**config.mk**
```make
export PLATFORM = sky130hd
export DESIGN_NAME = pwm_fader
export DESIGN_NICKNAME = d
export VERILOG_FILES = /design/src/rtl/pwm_fader.sv
export SDC_FILE = /design/constraint.sdc
export NUM_CORES = 1
export LEC_CHECK = 0
export CORE_MARGIN = 1.5
export CORE_UTILIZATION = 35
export DETAILED_ROUTE_END_ITERATION = 12
export PLACE_DENSITY = 0.61
export REMOVE_ABC_BUFFERS = 1
export SLEW_MARGIN = 25
export SYNTH_ARGS = -nofsm -noshare
export SYNTH_HDL_FRONTEND = slang
export SYNTH_SLANG_ARGS = --single-unit
```
**constraint.sdc**
```tcl
create_clock -name clk -period 9.1 [get_ports clk]
set_input_delay 0.91 -clock clk [delete_from_list [all_inputs] [get_ports clk]]
set_output_delay 0.91 -clock clk [all_outputs]
set_load 0.02 [all_outputs]
```
**src/rtl/pwm_fader.sv**
```systemverilog
// pwm_fader -- duty-cycle sequencer for a shared PWM modulator.
//
// Keeps a period counter that mirrors the modulator's state counter and walks
// the modulator's duty input from its current value to a requested target in
// programmable steps. Duty only changes on the last state of a period, so the
// modulator always sees one constant duty for a whole period.
//
// Parameters:
//   period - PWM states per period (>= 2); n = $clog2(period)
//   rate_w - width of the rate input
//
// Ports:
//   clk    in   PWM clock
//   rst_n  in   asynchronous active-low reset
//   target in   requested final duty (clamped to period)
//   step   in   duty change per update (0 is treated as 1)
//   rate   in   PWM periods per update, minus one
//   start  in   begin a fade (ignored while busy)
//   abort  in   cancel a running fade, duty holds; wins over start
//   duty   out  current duty, feeds the modulator
//   sync   out  high in the last state of each period
//   busy   out  fade in progress
//   done   out  one-cycle pulse when a fade reaches its target
//   out    out  only with PWM_FADER_OUT_EN: built-in PWM, out = duty > cnt
//
// Optional feature macro: PWM_FADER_OUT_EN (adds the out port).
module pwm_fader #(
  parameter int period = 16,
  parameter int rate_w = 8,
  localparam int n = $clog2(period)
) (
  input  logic              clk,
  input  logic              rst_n,
  input  logic [n-1:0]      target,
  input  logic [n-1:0]      step,
  input  logic [rate_w-1:0] rate,
  input  logic              start,
  input  logic              abort,
  output logic [n-1:0]      duty,
  output logic              sync,
  output logic              busy,
  output logic              done
`ifdef PWM_FADER_OUT_EN
  ,
  output logic              out
`endif
);

  localparam int nw = n + 1;
  localparam logic [n-1:0]  cnt_max = n'(period - 1);
  localparam logic [nw-1:0] tgt_cap = nw'(period);

  typedef enum logic [0:0] {IDLE = 1'b0, FADE = 1'b1} state_t;

  state_t              state_r, state_s;
  logic [n-1:0]        cnt_r;
  logic [n-1:0]        duty_r, duty_s;
  logic [n-1:0]        tgt_r, tgt_s;
  logic [n-1:0]        stp_r, stp_s;
  logic [rate_w-1:0]   rate_r, rate_s;
  logic [rate_w-1:0]   pre_r, pre_s;
  logic                busy_r, busy_s;
  logic                done_r, done_s;

  logic [nw-1:0]       req_x;
  logic [n-1:0]        req_tgt_s;
  logic [n-1:0]        req_stp_s;
  logic [nw-1:0]       duty_x, tgt_x, stp_x, sum_x, dif_x, move_x;

  assign sync = (cnt_r == cnt_max);
  assign duty = duty_r;
  assign busy = busy_r;
  assign done = done_r;

`ifdef PWM_FADER_OUT_EN
  assign out = (duty_r > cnt_r);
`endif

  // period counter, wraps exactly like the modulator's state counter
  always_ff @(posedge clk or negedge rst_n) begin
    if (!rst_n) begin
      cnt_r <= {n{1'b0}};
    end else if (sync) begin
      cnt_r <= {n{1'b0}};
    end else begin
      cnt_r <= cnt_r + n'(1);
    end
  end

  // request conditioning: clamp target to period, promote step 0 to 1
  always_comb begin
    req_x = {1'b0, target};
    if (req_x > tgt_cap) begin
      req_tgt_s = tgt_cap[n-1:0];
    end else begin
      req_tgt_s = target;
    end
    if (step == {n{1'b0}}) begin
      req_stp_s = n'(1);
    end else begin
      req_stp_s = step;
    end
  end

  // one saturating step toward the target, one bit wider so it cannot wrap
  always_comb begin
    duty_x = {1'b0, duty_r};
    tgt_x  = {1'b0, tgt_r};
    stp_x  = {1'b0, stp_r};
    sum_x  = duty_x + stp_x;
    dif_x  = duty_x - tgt_x;
    if (duty_x < tgt_x) begin
      if (sum_x > tgt_x) begin
        move_x = tgt_x;
      end else begin
        move_x = sum_x;
      end
    end else begin
      if (dif_x <= stp_x) begin
        move_x = tgt_x;
      end else begin
        move_x = duty_x - stp_x;
      end
    end
  end

  // next-state and output decode for the IDLE/FADE sequencer
  always_comb begin
    state_s = state_r;
    duty_s  = duty_r;
    tgt_s   = tgt_r;
    stp_s   = stp_r;
    rate_s  = rate_r;
    pre_s   = pre_r;
    done_s  = 1'b0;
    case (state_r)
      IDLE: begin
        if (start && !abort) begin
          tgt_s  = req_tgt_s;
          stp_s  = req_stp_s;
          rate_s = rate;
          pre_s  = {rate_w{1'b0}};
          // nothing to do: report completion without ever going busy
          if (req_tgt_s == duty_r) begin
            done_s = 1'b1;
          end else begin
            state_s = FADE;
          end
        end else begin
          state_s = IDLE;
        end
      end
      FADE: begin
        if (abort) begin
          state_s = IDLE;
          pre_s   = {rate_w{1'b0}};
        end else if (sync) begin
          if (pre_r != rate_r) begin
            pre_s = pre_r + rate_w'(1);
          end else begin
            pre_s  = {rate_w{1'b0}};
            duty_s = move_x[n-1:0];
            if (move_x == tgt_x) begin
              state_s = IDLE;
              done_s  = 1'b1;
            end else begin
              state_s = FADE;
            end
          end
        end else begin
          state_s = FADE;
        end
      end
      default: begin
        state_s = IDLE;
      end
    endcase
    busy_s = (state_s == FADE);
  end

  // sequencer state, latched request and registered outputs
  always_ff @(posedge clk or negedge rst_n) begin
    if (!rst_n) begin
      state_r <= IDLE;
      duty_r  <= {n{1'b0}};
      tgt_r   <= {n{1'b0}};
      stp_r   <= {n{1'b0}};
      rate_r  <= {rate_w{1'b0}};
      pre_r   <= {rate_w{1'b0}};
      busy_r  <= 1'b0;
      done_r  <= 1'b0;
    end else begin
      state_r <= state_s;
      duty_r  <= duty_s;
      tgt_r   <= tgt_s;
      stp_r   <= stp_s;
      rate_r  <= rate_s;
      pre_r   <= pre_s;
      busy_r  <= busy_s;
      done_r  <= done_s;
    end
  end

endmodule

```
==> results.toml <==
[timing]
setup_viol = 0
hold_viol = 0
fmax_ghz = 0.295
hold-worst-slack_ns = 0.476
post-route-period-util_pct = 37.2
fin_setup_tns_ns = 0
fin_crit_ns = 3.39
rsz0062_at_grt = "false"
slew_violations = 0
relSlewSlack_pct = 48.8
worst_pin_slew_ns = 0.760
final.setup_skew_ns = 0.00683

[place]
io_buffers = 26
globalplace.congestion = 0.801
hpwlAfterDp_um = 3790

[route]
antenna_left = 0
dr.pass1.iters = 8
wl_per_cell_um = 14.4
drt_iter0_drc = 94
routed_via_density = 5.24
vias = 1818
drc = 2
routed_wl_um = 5000

[die]
initial_core_util_pct = 36.6
top_level_ports = 27
rows = 29
core_area_um2 = 6420
dieArea_um2 = 7220
die_h_um = 85.0
die_x_um = 85.0

[synth]
synth_area_um2 = 2350
syn_area_per_cell_um2 = 9.88
synthMuxAreaShare_pct = 5.27
synth.most_common_cell = "dfrtp_1"
synth_edf_count = 0
netlist_top_cells_count = "dfrtp_1, o21ai_0, ha_1"
yosysUniqueCellTypes = 45
ys_ff_latch = 34
yosysWarnings = 0
ys.flop_type = "dfrtp_1"
yosys.area_share.simple_pct = 15.4
synth_top_family_by_area = "compound AO/OA/AOI/OAI gates"
postSynthCellCount = 238
synthXorXnorAreaFrac_pct = 8.14
synth-compound-area-share_pct = 17.4
synth_area_leaders = "dfrtp_1, ha_1, o21ai_0, mux2_2, xnor2_1"
synthAdderAreaFrac_pct = 14.3
synth_top_area_share_pct = 36.2
seq_area_frac_synth_pct = 36.2
yosys.area.top_type = "dfrtp_1"
synthArstFlopShare_pct = 100

[setup_path]
setup.worst_path.start_class = "register"
end_kind = "register"
regToRegStartpoint = "duty[2]"
arrival_ns = 3.55
rrSetupSlack_ns = 5.71
cp.required_ns = 9.27
critPathLaunch = "duty[2]"
cp_max_fo = 8
criticalPathCategory = "register to register"

[power_and_ir_drop]
leakage_nw = 1.19
intPower_uw = 461
p_clk_share_pct = 14.0
power.switching_uw = 363
swShare_pct = 44.1
irDropWorstVdd_mv = 0.115
seqPwrFrac_pct = 27.4
comb_power_share_pct = 58.6
p_per_area_nw_per_um2 = 295

[final_layout]
finish.net_count = 314
antenna_cells = 0
post-route-util_pct = 43.6
n_fill_cell = 629
drive_gt1_share_pct = 10.7
syn_to_final_growth_pct = 19.0

[cts]
cts.path.max_buffers = 2
root_buffer = "clkbuf_8"
cts_made_buffers = 5
clkLatencyLatePin_ns = 0.28
ctsHoldBuffers = 0
cts_htree_levels = 2
cts-resized-gates = 0
cts_sinks = 34
clk_pin_slew_ns = 0.07
cts_tree = "yes"
cts_setup_buffers = 0

[global_routing]
antenna_found_initial = 0
grt_pass1_vias = 1746
grt_use_total_pct = 15.2
grt_overflow = 0
grt_pass1_wl_um = 8720
grt_start_max_net_pins = 35

[min_path]
worstHoldStart = "cnt_r[3]"
hp-class = "register to register"

[outcome]
status = "finished, violations left"
violations = "design-rule violations"

[job]
max-cap-violations = 0
[critical path: stages, from the launching register on]
cell and delay (ns):
dfrtp_1 0.47, ha_1 0.49, nor2_1 0.11, a221oi_4 0.27, xor2_2 0.30, ha_1 0.30, nand4_1 0.08, o21ai_0 0.07
a21oi_1 0.34, nor2_4 0.13, a221o_1 0.36, a21oi_1 0.24, o31ai_1 0.11
[power by group through the flow]
stage | sequential, mW | clock [mW] | combinational [mW]
floorplan | 0.222 | 0 | 0.376
global placement | 0.229 | 0 | 0.472
detailed placement | 0.230 | 0 | 0.481
CTS | 0.227 | 0.120 | 0.484
global route | 0.232 | 0.129 | 0.551
finish | 0.226 | 0.115 | 0.483
[flip-flops by register name, indices dropped and copies added, names as in the netlist]
name / flops
done: 1
busy: 1
cnt_r: 4
pre_r: 8
stp_r: 4
tgt_r: 4
rate_r: 8
duty: 4
[final timing paths]
check                                 end  cells past startpoint
worst max-delay path                 done                     12
worst min-delay path             cnt_r[3]                      1
worst max register to register       done                     12
worst min register to register   cnt_r[3]                      1
max in group asynchronous       rate_r[3]                      2
min in group asynchronous       rate_r[7]                      2
[per-stage QoR]
| stage | power [mW] | setup WS (ns) | instance area [um2] | std cells |
|---|---|---|---|---|
| 2_1_floorplan | 0.598 | 6.02 | 2330 | 234 |
| 3_3_place_gp | 0.701 | 5.60 | 2690 | 338 |
| 3_5_place_dp | 0.711 | 5.49 | 2690 | 338 |
| 4_1_cts | 0.831 | 5.70 | 2790 | 346 |
| 5_1_grt | 0.913 | 5.46 | 2800 | 347 |
| 6_report | 0.825 | 5.71 | 2800 | 347 |
[layer usage]
| metal | global-route usage, % | vias up | part of all wire, % |
|---|---|---|---|
| met5 | 0 | - | 0 |
| met4 | 3.13 | 0 | 0.44 |
| met3 | 2.92 | 2 | 5.2 |
| met2 | 22.0 | 46 | 43 |
| met1 | 23.4 | 858 | 51 |
| li1 | - | 912 | - |
[placed cells by master, fill, tap and decap left out, types with 7 or more instances in the layout]
| cell type | count |
|---|---|
| nor2_1 | 16 |
| nand2_1 | 12 |
| clkdlybuf4s50_1 | 26 |
| inv_1 | 14 |
| nand3_1 | 7 |
| mux2_2 | 11 |
| nor2b_1 | 8 |
| o21ai_0 | 26 |
| dfrtp_1 | 34 |
| ha_1 | 22 |
| xor2_1 | 9 |
| xnor2_1 | 11 |
| a21oi_1 | 14 |
[cell type report]
class | count | area (um2) | area share, %
clock buffers | 6 | 82.6 | 2.95
multi-input cells | 185 | 1420 | 50.8
clock inverters | 2 | 12.5 | 0.447
well taps | 77 | 96.3 | 3.44
repair buffers | 28 | 279 | 9.96
flip-flops and latches | 34 | 851 | 30.4
inverters | 15 | 56.3 | 2.01
[cell families (layout without fill, tap and decap cells)]
family	Yosys count	after routing
AOI/OAI and AO/OA	62	62
xor gates and xnor gates	21	21
adders and majority gates	25	25
buffers and inverters	19	51
DFF	34	34
muxes	11	11
and+or+nand+nor	66	66
Note: power is estimated with default switching activity, not from simulation.
